[config.mk]
export PLATFORM = sky130hd
export DESIGN_NAME = ifmap_row_fetch
export DESIGN_NICKNAME = d
export VERILOG_FILES = /design/src/rtl/ifmap_row_fetch_pkg.sv /design/src/rtl/ifmap_row_fetch_row_fifo2.sv /design/src/rtl/ifmap_row_fetch.sv
export SDC_FILE = /design/constraint.sdc
export NUM_CORES = 1
export LEC_CHECK = 0
export ABC_AREA = 1
export CAP_MARGIN = 25
export CELL_PAD_IN_SITES_DETAIL_PLACEMENT = 1
export CELL_PAD_IN_SITES_GLOBAL_PLACEMENT = 2
export CORE_MARGIN = 2
export CORE_UTILIZATION = 26
export CTS_CLUSTER_SIZE = 24
export DETAILED_ROUTE_END_ITERATION = 10
export PLACE_DENSITY_LB_ADDON = 0.1
export SKIP_LAST_GASP = 1
export SLEW_MARGIN = 15
export SYNTH_ARGS = -nofsm -noshare
export SYNTH_HDL_FRONTEND = slang
export SYNTH_SLANG_ARGS = --single-unit
[constraint.sdc]
create_clock -name clk -period 3.77 [get_ports clk]
set_input_delay 1.131 -clock clk [delete_from_list [all_inputs] [get_ports clk]]
set_output_delay 1.131 -clock clk [all_outputs]
set_load 0.02 [all_outputs]
[src/rtl/ifmap_row_fetch_pkg.sv]
// Shared widths, FSM encoding and row payload for the ifmap row fetcher.
package ifmap_row_fetch_pkg;

  localparam int unsigned WORD_SIZE = 128;
  localparam int unsigned CODE_W    = 4;
  localparam int unsigned CNT_W     = 8;
  localparam int unsigned PAD_W     = 2;
  localparam int unsigned TOTAL_W   = 10;

  typedef enum logic [2:0] {
    FETCH_IDLE  = 3'd0,
    FETCH_TOP   = 3'd1,
    FETCH_FETCH = 3'd2,
    FETCH_BOT   = 3'd3,
    FETCH_DRAIN = 3'd4
  } fetch_state_e;

  typedef struct packed {
    logic [WORD_SIZE-1:0] data;
    logic [CODE_W-1:0]    pad;
    logic [CODE_W-1:0]    col;
    logic                 last;
  } row_t;

endpackage

[src/rtl/ifmap_row_fetch_row_fifo2.sv]
// Two-entry in-order row buffer; the head entry is a register that drives the outputs directly.
module row_fifo2
  import ifmap_row_fetch_pkg::*;
(
  input  logic       clk,
  input  logic       rst,
  input  logic       push,
  input  row_t       wr_row,
  input  logic       pop,
  output row_t       rd_row,
  output logic       full,
  output logic       empty,
  output logic [1:0] count
);

  row_t       head_q;
  row_t       tail_q;
  logic [1:0] count_q;
  logic       pop_ok;
  logic       push_ok;

  assign pop_ok  = pop && (count_q != 2'd0);
  assign push_ok = push && ((count_q != 2'd2) || pop_ok);

  // Head/tail shift structure: a pop promotes the tail into the head.
  always_ff @(posedge clk) begin
    if (rst) begin
      head_q  <= '0;
      tail_q  <= '0;
      count_q <= 2'd0;
    end else begin
      unique case ({push_ok, pop_ok})
        2'b11: begin
          if (count_q == 2'd1) begin
            head_q <= wr_row;
          end else begin
            head_q <= tail_q;
            tail_q <= wr_row;
          end
        end
        2'b01: begin
          if (count_q == 2'd2) head_q <= tail_q;
          count_q <= count_q - 2'd1;
        end
        2'b10: begin
          if (count_q == 2'd0) head_q <= wr_row;
          else                 tail_q <= wr_row;
          count_q <= count_q + 2'd1;
        end
        default: ;
      endcase
    end
  end

  assign rd_row = head_q;
  assign full   = (count_q == 2'd2);
  assign empty  = (count_q == 2'd0);
  assign count  = count_q;

endmodule

[src/rtl/ifmap_row_fetch.sv]
// Streams one feature-map tile out of the unified buffer SRAM, inserting the
// vertical zero-padding rows and tagging every row with its padding/column codes.
module ifmap_row_fetch
  import ifmap_row_fetch_pkg::*;
#(
  parameter int unsigned ADDR_W = 10
) (
  input  logic                 clk,
  input  logic                 rst,
  input  logic                 start,
  input  logic [ADDR_W-1:0]    base_addr,
  input  logic [ADDR_W-1:0]    row_stride,
  input  logic [CNT_W-1:0]     num_rows,
  input  logic [PAD_W-1:0]     pad_top,
  input  logic [PAD_W-1:0]     pad_bottom,
  input  logic [CODE_W-1:0]    pad_ctrl,
  input  logic [CODE_W-1:0]    col_size,
  output logic                 sram_re,
  output logic [ADDR_W-1:0]    sram_addr,
  input  logic [WORD_SIZE-1:0] sram_rdata,
  output logic                 out_valid,
  input  logic                 out_ready,
  output logic [WORD_SIZE-1:0] out_data,
  output logic [CODE_W-1:0]    out_pad,
  output logic [CODE_W-1:0]    out_col,
  output logic                 out_last,
  output logic                 busy,
  output logic                 done
);

  fetch_state_e state_q, state_d;

  logic [CNT_W-1:0]   cnt_q, cnt_d;
  logic [TOTAL_W-1:0] rem_q;
  logic [TOTAL_W-1:0] total_in;
  logic [ADDR_W-1:0]  addr_q;
  logic [ADDR_W-1:0]  stride_q;
  logic [CNT_W-1:0]   num_rows_q;
  logic [PAD_W-1:0]   pad_bot_q;
  logic [CODE_W-1:0]  pad_code_q;
  logic [CODE_W-1:0]  col_code_q;
  logic               tile_empty_q;
  logic               rd_pend_q;
  logic               rd_last_q;
  logic               busy_q;
  logic               done_q;
  logic               done_d;

  logic               start_acc;
  logic               issue_zero;
  logic               issue_rd;
  logic               last_flag;
  logic               pop;
  logic               can_issue;
  logic [1:0]         slots_used;

  row_t               fifo_wr;
  row_t               fifo_rd;
  logic               fifo_push;
  logic               fifo_full;
  logic               fifo_empty;
  logic [1:0]         fifo_count;

  assign total_in  = TOTAL_W'(pad_top) + TOTAL_W'(num_rows) + TOTAL_W'(pad_bottom);
  assign start_acc = start && (state_q == FETCH_IDLE);
  assign last_flag = (rem_q == TOTAL_W'(1));
  assign pop       = !fifo_empty && out_ready;

  // A full buffer implies no read in flight; otherwise count buffered rows plus the pending read.
  assign slots_used = fifo_full ? 2'd2 : (fifo_count + 2'(rd_pend_q));
  assign can_issue  = (slots_used < 2'd2) || ((slots_used == 2'd2) && pop);

  always_ff @(posedge clk) begin
    if (rst) state_q <= FETCH_IDLE;
    else     state_q <= state_d;
  end

  always_comb begin
    state_d    = state_q;
    cnt_d      = cnt_q;
    issue_zero = 1'b0;
    issue_rd   = 1'b0;
    done_d     = 1'b0;
    unique case (state_q)
      FETCH_IDLE: begin
        if (start) begin
          if (total_in == '0) begin
            state_d = FETCH_DRAIN;
          end else if (pad_top != '0) begin
            state_d = FETCH_TOP;
            cnt_d   = CNT_W'(pad_top);
          end else if (num_rows != '0) begin
            state_d = FETCH_FETCH;
            cnt_d   = num_rows;
          end else begin
            state_d = FETCH_BOT;
            cnt_d   = CNT_W'(pad_bottom);
          end
        end
      end
      // Zero rows wait for any in-flight read so they cannot overtake it.
      FETCH_TOP: begin
        if (can_issue && !rd_pend_q) begin
          issue_zero = 1'b1;
          cnt_d      = cnt_q - CNT_W'(1);
          if (cnt_q == CNT_W'(1)) begin
            if (num_rows_q != '0) begin
              state_d = FETCH_FETCH;
              cnt_d   = num_rows_q;
            end else if (pad_bot_q != '0) begin
              state_d = FETCH_BOT;
              cnt_d   = CNT_W'(pad_bot_q);
            end else begin
              state_d = FETCH_DRAIN;
            end
          end
        end
      end
      FETCH_FETCH: begin
        if (can_issue) begin
          issue_rd = 1'b1;
          cnt_d    = cnt_q - CNT_W'(1);
          if (cnt_q == CNT_W'(1)) begin
            if (pad_bot_q != '0) begin
              state_d = FETCH_BOT;
              cnt_d   = CNT_W'(pad_bot_q);
            end else begin
              state_d = FETCH_DRAIN;
            end
          end
        end
      end
      FETCH_BOT: begin
        if (can_issue && !rd_pend_q) begin
          issue_zero = 1'b1;
          cnt_d      = cnt_q - CNT_W'(1);
          if (cnt_q == CNT_W'(1)) state_d = FETCH_DRAIN;
        end
      end
      FETCH_DRAIN: begin
        if ((pop && fifo_rd.last) || (tile_empty_q && fifo_empty && !rd_pend_q)) begin
          state_d = FETCH_IDLE;
          done_d  = 1'b1;
        end
      end
      default: state_d = FETCH_IDLE;
    endcase
  end

  // Config latch, address accumulator, row bookkeeping and status flags.
  always_ff @(posedge clk) begin
    if (rst) begin
      cnt_q        <= '0;
      rem_q        <= '0;
      addr_q       <= '0;
      stride_q     <= '0;
      num_rows_q   <= '0;
      pad_bot_q    <= '0;
      pad_code_q   <= '0;
      col_code_q   <= '0;
      tile_empty_q <= 1'b0;
      rd_pend_q    <= 1'b0;
      rd_last_q    <= 1'b0;
      busy_q       <= 1'b0;
      done_q       <= 1'b0;
    end else begin
      cnt_q     <= cnt_d;
      rd_pend_q <= issue_rd;
      rd_last_q <= last_flag;
      busy_q    <= (state_d != FETCH_IDLE);
      done_q    <= done_d;
      if (start_acc) begin
        addr_q       <= base_addr;
        stride_q     <= row_stride;
        num_rows_q   <= num_rows;
        pad_bot_q    <= pad_bottom;
        pad_code_q   <= pad_ctrl;
        col_code_q   <= col_size;
        rem_q        <= total_in;
        tile_empty_q <= (total_in == '0);
      end else begin
        if (issue_rd)              addr_q <= addr_q + stride_q;
        if (issue_rd || issue_zero) rem_q <= rem_q - TOTAL_W'(1);
      end
    end
  end

  // Returning SRAM data takes the write port; zero rows only issue when it is free.
  always_comb begin
    fifo_wr     = '0;
    fifo_wr.pad = pad_code_q;
    fifo_wr.col = col_code_q;
    if (rd_pend_q) begin
      fifo_wr.data = sram_rdata;
      fifo_wr.last = rd_last_q;
    end else begin
      fifo_wr.last = last_flag;
    end
  end

  assign fifo_push = rd_pend_q || issue_zero;

  row_fifo2 u_row_fifo2 (
    .clk    (clk),
    .rst    (rst),
    .push   (fifo_push),
    .wr_row (fifo_wr),
    .pop    (out_ready),
    .rd_row (fifo_rd),
    .full   (fifo_full),
    .empty  (fifo_empty),
    .count  (fifo_count)
  );

  assign sram_re   = issue_rd;
  assign sram_addr = addr_q;
  assign out_valid = !fifo_empty;
  assign out_data  = fifo_rd.data;
  assign out_pad   = fifo_rd.pad;
  assign out_col   = fifo_rd.col;
  assign out_last  = fifo_rd.last;
  assign busy      = busy_q;
  assign done      = done_q;

endmodule

======== After elaboration in Yosys (flattened, before gate mapping) ========
Index checks and enable logic that the tools add are counted.
storage, ports and cells
  bits in registers ....................... 340
  latch bits .............................. 0
  memory bits (writable) .................. 0
  memory bits (read-only) ................. 0
  input port bits ......................... 172
  memories ................................ 0
cells by class
  $add $sub $neg .......................... 8
  $mul .................................... 0
  divide/modulo/power cells ............... 0
  magnitude comparators ................... 1
  eq/ne operators ......................... 22
  shift operators ......................... 0
  muxes and demuxes ....................... 46
  bitwise gates (word level) .............. 1
  reductions and logical operators ........ 36
operator list
  cell                   number
  $mux 137               5
  $pmux 137 s3           1
  $pmux 137 s2           1
  $mux 128               1
  $mux 8                 11
  $mux 10                4
  $mux 3                 11
  $pmux 8 s4             1
  $ne 2x2->1 const B     10
  $reduce_bool 8->1      2
  $pmux 3 s5             1
  $reduce_bool 2->1      7
  $add 10x10->10         1
  $add 9x2->10           1
  $eq 10x1->1 const B    1
  $logic_not 10->1       1
  $sub 10x1->10 const B  1
  $add 2x8->9            1
  $logic_and 1x1->1      9
  $eq 2x2->1 const B     4
  $eq 8x1->1 const B     1
  $sub 8x1->8 const B    1
  $mux 1                 7
  $eq 3x2->1 const B     2
  other kinds (19)       29

======== Longest topological paths before layout ========
Gate-level depths: netlist (run 1).
  word-level depth ........................ 13
  gate-level depth with buffers ........... 21
  depth with buffers taken out ............ 19

======== Modules after synthesis ========
From an unflattened synthesis (run 1), not the netlist that was laid out.
second synthesis, totals
  cells, all modules ...................... 3,746
  area total of the unflattened synthesis .. 21,300.4 µm²
by module, submodules not included
  module           instances  cells each  area each (µm²)  seq. area each (µm²)
  row_fifo2        1          2,845       16,236.8         5,525.3
  ifmap_row_fetch  1          901         5,063.6          1,281.2

======== Worst setup path after synthesis (run 1) ========
Ideal clock, no wire load.
  kind .................................... in2reg
  start ................................... in num_rows[1]
  end ..................................... reg cnt_q[2]
  setup time .............................. 112 ps
  arrival time ............................ 3,233 ps
  data required time ...................... 3,658 ps
  slack ................................... 426 ps
  cell stages on the path ................. 15
  buffers on the path ..................... 1
  path through ............................ fa_1 -> ha_1 -> inv_1 -> fa_1 -> nor2_1 -> nand3_1 -> nand2_1 -> nand2_1 -> nor2_1 -> nand3_1 -> nand2_1 -> buf_4 -> nand2_1 -> nand2_1 -> nor2_1
on the way
  cells in the longest elaborated chain, start to end .. 6
  elaborated cells between the ends (all ways) .. 11
  those cells by class .................... add/sub (2); eq/ne (1); mux (5); reduce/logical (3)
RTL lines
  element                                               line                    source
  from (decl)                                           ifmap_row_fetch.sv:13   input logic [CNT_W-1:0] num_rows,
  branches (longest 6 deep; another with $add 9x2->10)  --
  to (signal assigned)                                  ifmap_row_fetch.sv:167  cnt_q <= cnt_d;
  to (decl)                                             ifmap_row_fetch.sv:33   logic [CNT_W-1:0] cnt_q, cnt_d;
Parallel ways; which one is timed is not known. The select of a mux whose other input is x is not followed.
A chain may end at the register's enable or synchronous reset.

======== Final worst setup path (run 1) ========
  start ................................... in out_ready
  end ..................................... out sram_re
on the way
  cells in the longest elaborated chain, start to end .. 5
RTL lines
  element            line                    source
  from (decl)        ifmap_row_fetch.sv:22   input logic out_ready,
  $logic_and 1x1->1  ifmap_row_fetch.sv:67   assign pop = !fifo_empty && out_ready;
  $logic_and 1x1->1  ifmap_row_fetch.sv:71   assign can_issue = (slots_used < 2'd2) || ((slots_used == 2'd2) && pop);
  $logic_or 1x1->1   ifmap_row_fetch.sv:71
  $mux 1             ifmap_row_fetch.sv:120  if (can_issue) begin
  $mux 1             ifmap_row_fetch.sv:84   unique case (state_q)
  to (decl)          ifmap_row_fetch.sv:18   output logic sram_re,
Every way passes these cells.

==> summary.txt, run 1 <==
Worst setup path
  – List of cells traversed by the critical path: clkdlybuf4s50_1, nand2_4, inv_2, nand2_2, nand2_2, nand2_1, inv_1, dlygate4sd2_1
  – Worst reg2reg path startpoint: u_row_fifo2.count[0]
  – Startpoint-to-endpoint class of the critical path: input port to output pin
  – CP arrival: 2.49 ns
  – Origin of the worst setup path: out_ready
  – Cell with the biggest individual delay on the critical path: sky130_fd_sc_hd__clkdlybuf4s50_1
  – Critical path depth in cells: 8
  – Maximum fanout encountered on the critical timing path: 2
  – Reg2Reg Depth: 20
  – Required time at the endpoint of the critical path: 2.64 ns
  – Worst reg2reg endpoint: u_row_fifo2.tail_q[88]
  – Flop-to-flop setup slack: 0.66 ns
  – Worst Setup End Kind: output pin
  – Worst path bufs/invs: 4
  – Peak per-stage delay on the critical path: 0.51 ns
  – Crit path launch type: input port
  – Cell mode on critical path: sky130_fd_sc_hd__nand2_2
  – Largest delay share family, worst path: buffers and inverters

Cells and area
  – Count of nets after finishing: 3215
  – Finished Cell Area: 0.0240 mm^2
  – Fillcell total: 8544
  – Synth-to-Final Area Change: 32.6%
  – Fraction of final layout cells with drive strength greater than 1: 5.44%

Place
  – Number of port buffers: 322
  – Detailed-placement wirelength estimate: 48000 um
  – Routability Congestion: 0.789
  – Total placed instance area: 0.0225 mm^2

Floorplanning
  – Starting utilization of the core area: 26.3%
  – Floorplan die width: 268 um
  – Vertical die dimension: 268 um
  – Die footprint: 0.0716 mm^2
  – Ports placed on the boundary: 323
  – Area of the core region: 0.0687 mm^2
  – Placement row count: 96

Route
  – Overall via count from detail_route: 20112
  – First-pass DRT Iterations: 5
  – Remaining routing DRC violations: 0
  – Violation count after the first detailed-routing iteration: 857
  – Via-per-instance ratio: 5.05
  – Number of routed nets with antenna violations: 0
  – Routed wirelength normalized by instance count: 18.9 um
  – Total wire length after detailed routing: 75100 um

Job
  – Max Cap Viol: 0

Timing
  – Number of hold violations in the final report: 0
  – Slew at the pin with the worst max-slew slack: 0.843 ns
  – Setup violations, final: 0
  – RSZ-0062 raised after global routing: false
  – Relative slew slack: 43.8%
  – Shortest period the worst path allows: 3.62 ns
  – Maximum frequency from static timing analysis: 0.276 GHz
  – Number of pins exceeding their max-slew limit in the final report: 0
  – Worst Skew: 0.0216 ns
  – Share of the cycle needed by the critical path after routing: 96.1%

Status
  – Run status: finished, final reports clean

Power
  – Power Density: 834 mW/mm^2
  – Total chip power: 20.0 mW
  – Leakage Power: 9.03 nW
  – Peak supply drop: 457 uV

GRT
  – GRT Overall Usage: 20.6%
  – Total grt overflow: 0
  – First-pass GRT wire length: 118000 um
  – Initial antenna violation count: 1
  – Pin count of the biggest net entering global routing: 265
  – Number of global-route vias before repair: 21167

Clock tree
  – Latest clock arrival within the worst-skew pair: 0.58 ns
  – Buffer levels on the longest clock path: 3
  – Clock tree from TritonCTS: yes
  – Number of buffers added to fix hold violations after cts: 0
  – Number of clock buffers inserted by TritonCTS: 44
  – Total number of clock tree sinks: 340
  – CTS H-Tree Depth: 2
  – Clock transition at the registers of the reported paths: 0.06 ns
  – Clock root buffer: sky130_fd_sc_hd__clkbuf_16

Synthesis
  – Number of synthesized register bits: 340
  – Async set-reset flop share out of synthesis: 0%
  – Netlist cell types: 34
  – Avg Cell Area, Syn: 6.44 um^2
  – Sequential element share of the synthesized area: 37.7%
  – Most used DFF post-synth: sky130_fd_sc_hd__dfxtp_1
  – Post-Syn Nets: 3003
  – Number of flops mapped to enable cells by yosys: 0
  – Cell area after synthesis: 0.0181 mm^2
  – Warning count from the yosys run: 0
  – Gate count after technology mapping: 2805

Worst hold path
  – Kind of path behind the tightest hold check: flip-flop to flip-flop
  – Hold wc startpoint: u_row_fifo2.rd_row[33]
  – Worst hold path endpoint: u_row_fifo2.rd_row[33]
  – Depth of the worst hold-timing path: 2
## worst max-delay path by stage
stage          endpoint  slack [ns]
6_report        sram_re        0.15
5_1_grt        cnt_q[7]        0.03
4_1_cts         sram_re        0.14
3_5_place_dp   cnt_q[7]       -0.31
3_3_place_gp   cnt_q[1]       -0.20
2_1_floorplan  cnt_q[2]        0.43
## worst min-delay path, cell delays in order (launching register included)
cell and delay, ns:
sky130_fd_sc_hd__dfxtp_1 0.31, sky130_fd_sc_hd__nand2_1 0.06, sky130_fd_sc_hd__a21oi_1 0.05
## timing repair
action	CTS	global route
setup buffers	0	0
resized for setup	1	0
endpoints found under the setup margin	1	0
## where the power goes
group          internal [mW]  switching (mW)  leakage (nW)
logic                   3.57            6.30          5.52
registers               4.88           0.915          2.77
clock network           2.57            1.73         0.730
## synthesized netlist by cell type (4+ instances only)
master	number	area share (%)
sky130_fd_sc_hd__o211ai_1	4	0.17
sky130_fd_sc_hd__buf_1	6	0.12
sky130_fd_sc_hd__o21ai_0	453	13
sky130_fd_sc_hd__a21oi_1	442	12
sky130_fd_sc_hd__clkbuf_1	170	3.5
sky130_fd_sc_hd__nor2_1	129	2.7
sky130_fd_sc_hd__buf_2	25	0.69
sky130_fd_sc_hd__a221o_1	8	0.44
sky130_fd_sc_hd__ha_1	22	1.5
sky130_fd_sc_hd__xor2_1	9	0.44
sky130_fd_sc_hd__nand2_2	4	0.14
sky130_fd_sc_hd__inv_1	91	1.9
sky130_fd_sc_hd__nand4_1	11	0.38
sky130_fd_sc_hd__fa_1	4	0.44
sky130_fd_sc_hd__nor3_1	6	0.17
sky130_fd_sc_hd__xnor2_1	4	0.19
sky130_fd_sc_hd__nand3_1	187	5.2
sky130_fd_sc_hd__buf_4	24	1.0
sky130_fd_sc_hd__dfxtp_1	340	38
sky130_fd_sc_hd__nand2_1	838	17
sky130_fd_sc_hd__inv_2	4	0.083
## placed cells by master (no fill, tap or decap), drive strengths merged, types with 3 or more instances in the layout
| cell | count |
|---|---|
| a221o | 8 |
| clkdlybuf4s50 | 320 |
| o211ai | 4 |
| ha | 22 |
| nand2 | 843 |
| clkbuf | 66 |
| nand4 | 11 |
| fa | 4 |
| buf | 73 |
| dfxtp | 340 |
| or2 | 3 |
| a31oi | 3 |
| nor3 | 6 |
| nor2 | 131 |
| xnor2 | 4 |
| clkinv | 10 |
| xor2 | 9 |
| a21oi | 442 |
| o21ai | 453 |
| nand3 | 188 |
| inv | 98 |
## layout make-up
cell class              instances  area [um^2]  area share, %
clock inverters                13          123          0.512
clock buffers                  66         1340           5.57
flip-flops and latches        340         6810           28.4
multi-input cells            2140         9940           41.5
diodes                          2         5.00         0.0209
inverters                      97          384           1.60
well taps                     931         1160           4.86
repair buffers                394         4190           17.5
## kinds of logic after synthesis
logic type | after synthesis | share of synthesized area (%)
simple gates | 1185 | 26.4
compound gates | 916 | 25.8
flops | 340 | 37.7
buf+inv | 325 | 7.55
fa+ha+maj | 26 | 1.97
xor+xnor | 13 | 0.631
## per-layer routing
layer,vias up,track usage (%),part of all wire [%]
met1,9891,25.9,45
met4,0,6.72,3.0
met2,324,36.1,49
li1,9792,-,-
met3,105,2.68,3.5
met5,-,0,0
## through the flow
stage / setup WS [ns] / cells / setup TNS, ns / utilization (%) / hold slack [ns]
6_report: 0.146 / 3983 / 0 / 34.9 / 0.459
5_1_grt: 0.0278 / 3982 / 0 / 34.9 / 0.484
4_1_cts: 0.140 / 3980 / 0 / 34.8 / 0.465
3_5_place_dp: -0.309 / 3901 / -4.87 / 32.7 / 0.457
3_3_place_gp: -0.202 / 3900 / -1.93 / 32.7 / 0.446
2_1_floorplan: 0.426 / 2805 / 0 / - / 0.439
## state kept, by name (all words and copies together) (netlist names), 8 cells and up
signal / flops
cnt_q: 8
rem_q: 10
u_row_fifo2.tail_q: 137
u_row_fifo2.rd_row: 137
num_rows_q: 8
stride_q: 10
sram_addr: 10
Note: power is estimated with default switching activity, not from simulation.
==> run 2, diff against run 1 <==
--- a/config.mk
+++ b/config.mk
@@ -9,11 +9,13 @@
 export CAP_MARGIN = 25
 export CELL_PAD_IN_SITES_DETAIL_PLACEMENT = 1
 export CELL_PAD_IN_SITES_GLOBAL_PLACEMENT = 2
+export CORE_ASPECT_RATIO = 0.5
 export CORE_MARGIN = 2
 export CORE_UTILIZATION = 26
 export CTS_CLUSTER_SIZE = 24
 export DETAILED_ROUTE_END_ITERATION = 10
 export PLACE_DENSITY_LB_ADDON = 0.1
+export SETUP_SLACK_MARGIN = 0.2
 export SKIP_LAST_GASP = 1
 export SLEW_MARGIN = 15
 export SYNTH_ARGS = -nofsm -noshare
==> constraint.sdc (replaced) <==
create_clock -name clk -period 3.77 [get_ports clk]
set_input_delay 1.131 -clock clk [delete_from_list [all_inputs] [get_ports clk]]
set_output_delay 1.131 -clock clk [all_outputs]
set_load 0.1 [all_outputs]
==> summary.txt, run 2 (synthesized netlist as in run 1, its figures left out) <==
Worst setup path
  – Maximum fanout encountered on the critical timing path: 4 (+2)
  – CP arrival: 2.38 ns (-0.11 ns)
  – Crit path launch type: input port
  – Required time at the endpoint of the critical path: 2.64 ns (about the same)
  – Worst Setup End Kind: output pin
  – Startpoint-to-endpoint class of the critical path: input port to output pin

Floorplanning
  – Vertical die dimension: 190 um (-29%)
  – Area of the core region: 0.0688 mm^2 (+0.18%)
  – Ports placed on the boundary: 323 (unchanged)
  – Floorplan die width: 377 um (+41%)
  – Die footprint: 0.0717 mm^2 (+0.18%)
  – Placement row count: 68 (-29%)
  – Starting utilization of the core area: 26.2% (-0.048 points)

Clock tree
  – CTS H-Tree Depth: 2 (unchanged)
  – Clock tree from TritonCTS: yes
  – Total number of clock tree sinks: 340 (unchanged)
  – Clock root buffer: sky130_fd_sc_hd__clkbuf_16
  – Buffer levels on the longest clock path: 3 (unchanged)
  – Latest clock arrival within the worst-skew pair: 0.55 ns (-0.03 ns)
  – Number of clock buffers inserted by TritonCTS: 39 (-11%)
  – Clock transition at the registers of the reported paths: 0.06 ns (about the same)

Cells and area
  – Fillcell total: 8581 (+0.43%)
  – Commonest cells after routing, fill and taps aside: sky130_fd_sc_hd__nand2_1, sky130_fd_sc_hd__o21ai_0, sky130_fd_sc_hd__a21oi_1
  – Share of the core filled with cells in the final layout: 34.0% (-0.83 points)
  – Count of nets after finishing: 3226 (+0.34%)
  – Fraction of final layout cells with drive strength greater than 1: 10.6% (+5.2 points)
  – Finished Cell Area: 0.0234 mm^2 (-2.2%)
  – Synth-to-Final Area Change: 29.7%
  – Leading cell type in the layout, fill and taps excluded: sky130_fd_sc_hd__nand2_1

Timing
  – Share of the cycle needed by the critical path after routing: 93.1% (-3.0 points)
  – Relative slew slack: 31.6% (-12 points)
  – Final setup margin: 0.258 ns (+0.112 ns)
  – RSZ-0062 raised after global routing: true
  – Setup violations, final: 0 (unchanged)
  – Number of pins exceeding their max-slew limit in the final report: 0 (unchanged)
  – Slew at the pin with the worst max-slew slack: 1.03 ns (+0.183 ns)
  – Maximum frequency from static timing analysis: 0.285 GHz (+3.2%)
  – Number of hold violations in the final report: 0 (unchanged)
  – Worst Skew: 0.0158 ns (-0.00589 ns)
  – Shortest period the worst path allows: 3.51 ns (-0.112 ns)

Place
  – Worst-case setup slack after placement: -0.323 ns (-0.0136 ns)
  – Routability Congestion: 0.783 (-0.72%)
  – Total placed instance area: 0.0222 mm^2 (-1.4%)
  – Detailed-placement wirelength estimate: 45900 um (-4.2%)
  – Number of port buffers: 322 (unchanged)

GRT
  – GRT Overall Usage: 19.3% (-1.2 points)
  – Pin count of the biggest net entering global routing: 156 (-41%)
  – First-pass GRT wire length: 112000 um (-4.6%)
  – Total grt overflow: 0 (unchanged)
  – Number of global-route vias before repair: 20135 (-4.9%)
  – Initial antenna violation count: 1 (unchanged)

Route
  – Number of routed nets with antenna violations: 0 (unchanged)
  – Routed wirelength normalized by instance count: 17.9 um (-5.3%)
  – Violation count after the first detailed-routing iteration: 856 (-0.12%)
  – Via-per-instance ratio: 4.90 (-3.0%)
  – Overall via count from detail_route: 19422 (-3.4%)
  – Remaining routing DRC violations: 0 (unchanged)
  – First-pass DRT Iterations: 5 (unchanged)
  – Total wire length after detailed routing: 70900 um (-5.7%)

Power
  – Power Density: 926 mW/mm^2 (+11%)
  – Leakage Power: 9.27 nW (+2.7%)
  – Total chip power: 21.7 mW (+8.6%)
  – Peak supply drop: 406 uV (-11%)

Status
  – Run status: finished, final reports clean

Job
  – Max Cap Viol: 0 (unchanged)

Worst hold path
  – Kind of path behind the tightest hold check: flip-flop to flip-flop
[run 2: final timing paths]
kind,cells past startpoint,end,start,slack (ns)
hold reg to reg,2,u_row_fifo2.rd_row[75],u_row_fifo2.rd_row[75],0.46
setup / recovery,9,sram_re,out_ready,0.26
hold / removal,2,u_row_fifo2.rd_row[75],u_row_fifo2.rd_row[75],0.46
setup reg to reg,19,u_row_fifo2.tail_q[132],u_row_fifo2.count[0],0.64
[run 2: worst max-delay path: stages]
cell	delay, ns
sky130_fd_sc_hd__clkdlybuf4s50_1	0.51
sky130_fd_sc_hd__nand2_4	0.07
sky130_fd_sc_hd__inv_2	0.06
sky130_fd_sc_hd__nand2_2	0.04
sky130_fd_sc_hd__nand2_2	0.09
sky130_fd_sc_hd__buf_4	0.13
sky130_fd_sc_hd__nand2_1	0.08
sky130_fd_sc_hd__inv_2	0.09
sky130_fd_sc_hd__buf_12	0.17
[run 2: final cells by class]
cell class / instances / area [um^2] / area share [%]
Antenna cell: 1 / 2.50 / 0.0107
Multi-Input combinational cell: 2140 / 9950 / 42.5
Tap cell: 910 / 1140 / 4.86
Inverter: 97 / 378 / 1.61
Clock buffer: 62 / 1200 / 5.13
Clock inverter: 5 / 53.8 / 0.230
Sequential cell: 340 / 6810 / 29.1
Timing Repair Buffer: 410 / 3890 / 16.6
[run 2: through the flow]
stage	std cells	hold slack (ns)	setup TNS, ns
6_report	3965	0.463	0
5_1_grt	3965	0.482	0
4_1_cts	3964	0.464	0
3_5_place_dp	3897	0.455	-4.54
3_3_place_gp	3897	0.452	-2.83
2_1_floorplan	2805	0.439	0
[run 2: routing by layer]
metal | track usage [%] | wire length (um)
met3 | 2.51 | 1680
met2 | 34.6 | 35000
met1 | 24.6 | 32700
met4 | 4.58 | 1440
met5 | 0 | 0
[run 2: repair_timing]
action | in CTS | in global routing
setup buffers | 0 | 0
hold buffers | 0 | 0
resized for setup | 0 | 6
endpoints found under the setup margin | 0 | 12
[run 2: power breakdown]
group	total, mW	internal [mW]	switching [mW]	leakage (nW)
combinational	12.0	3.52	8.50	5.88
clock	3.89	2.24	1.64	0.622
sequential	5.78	4.88	0.899	2.77
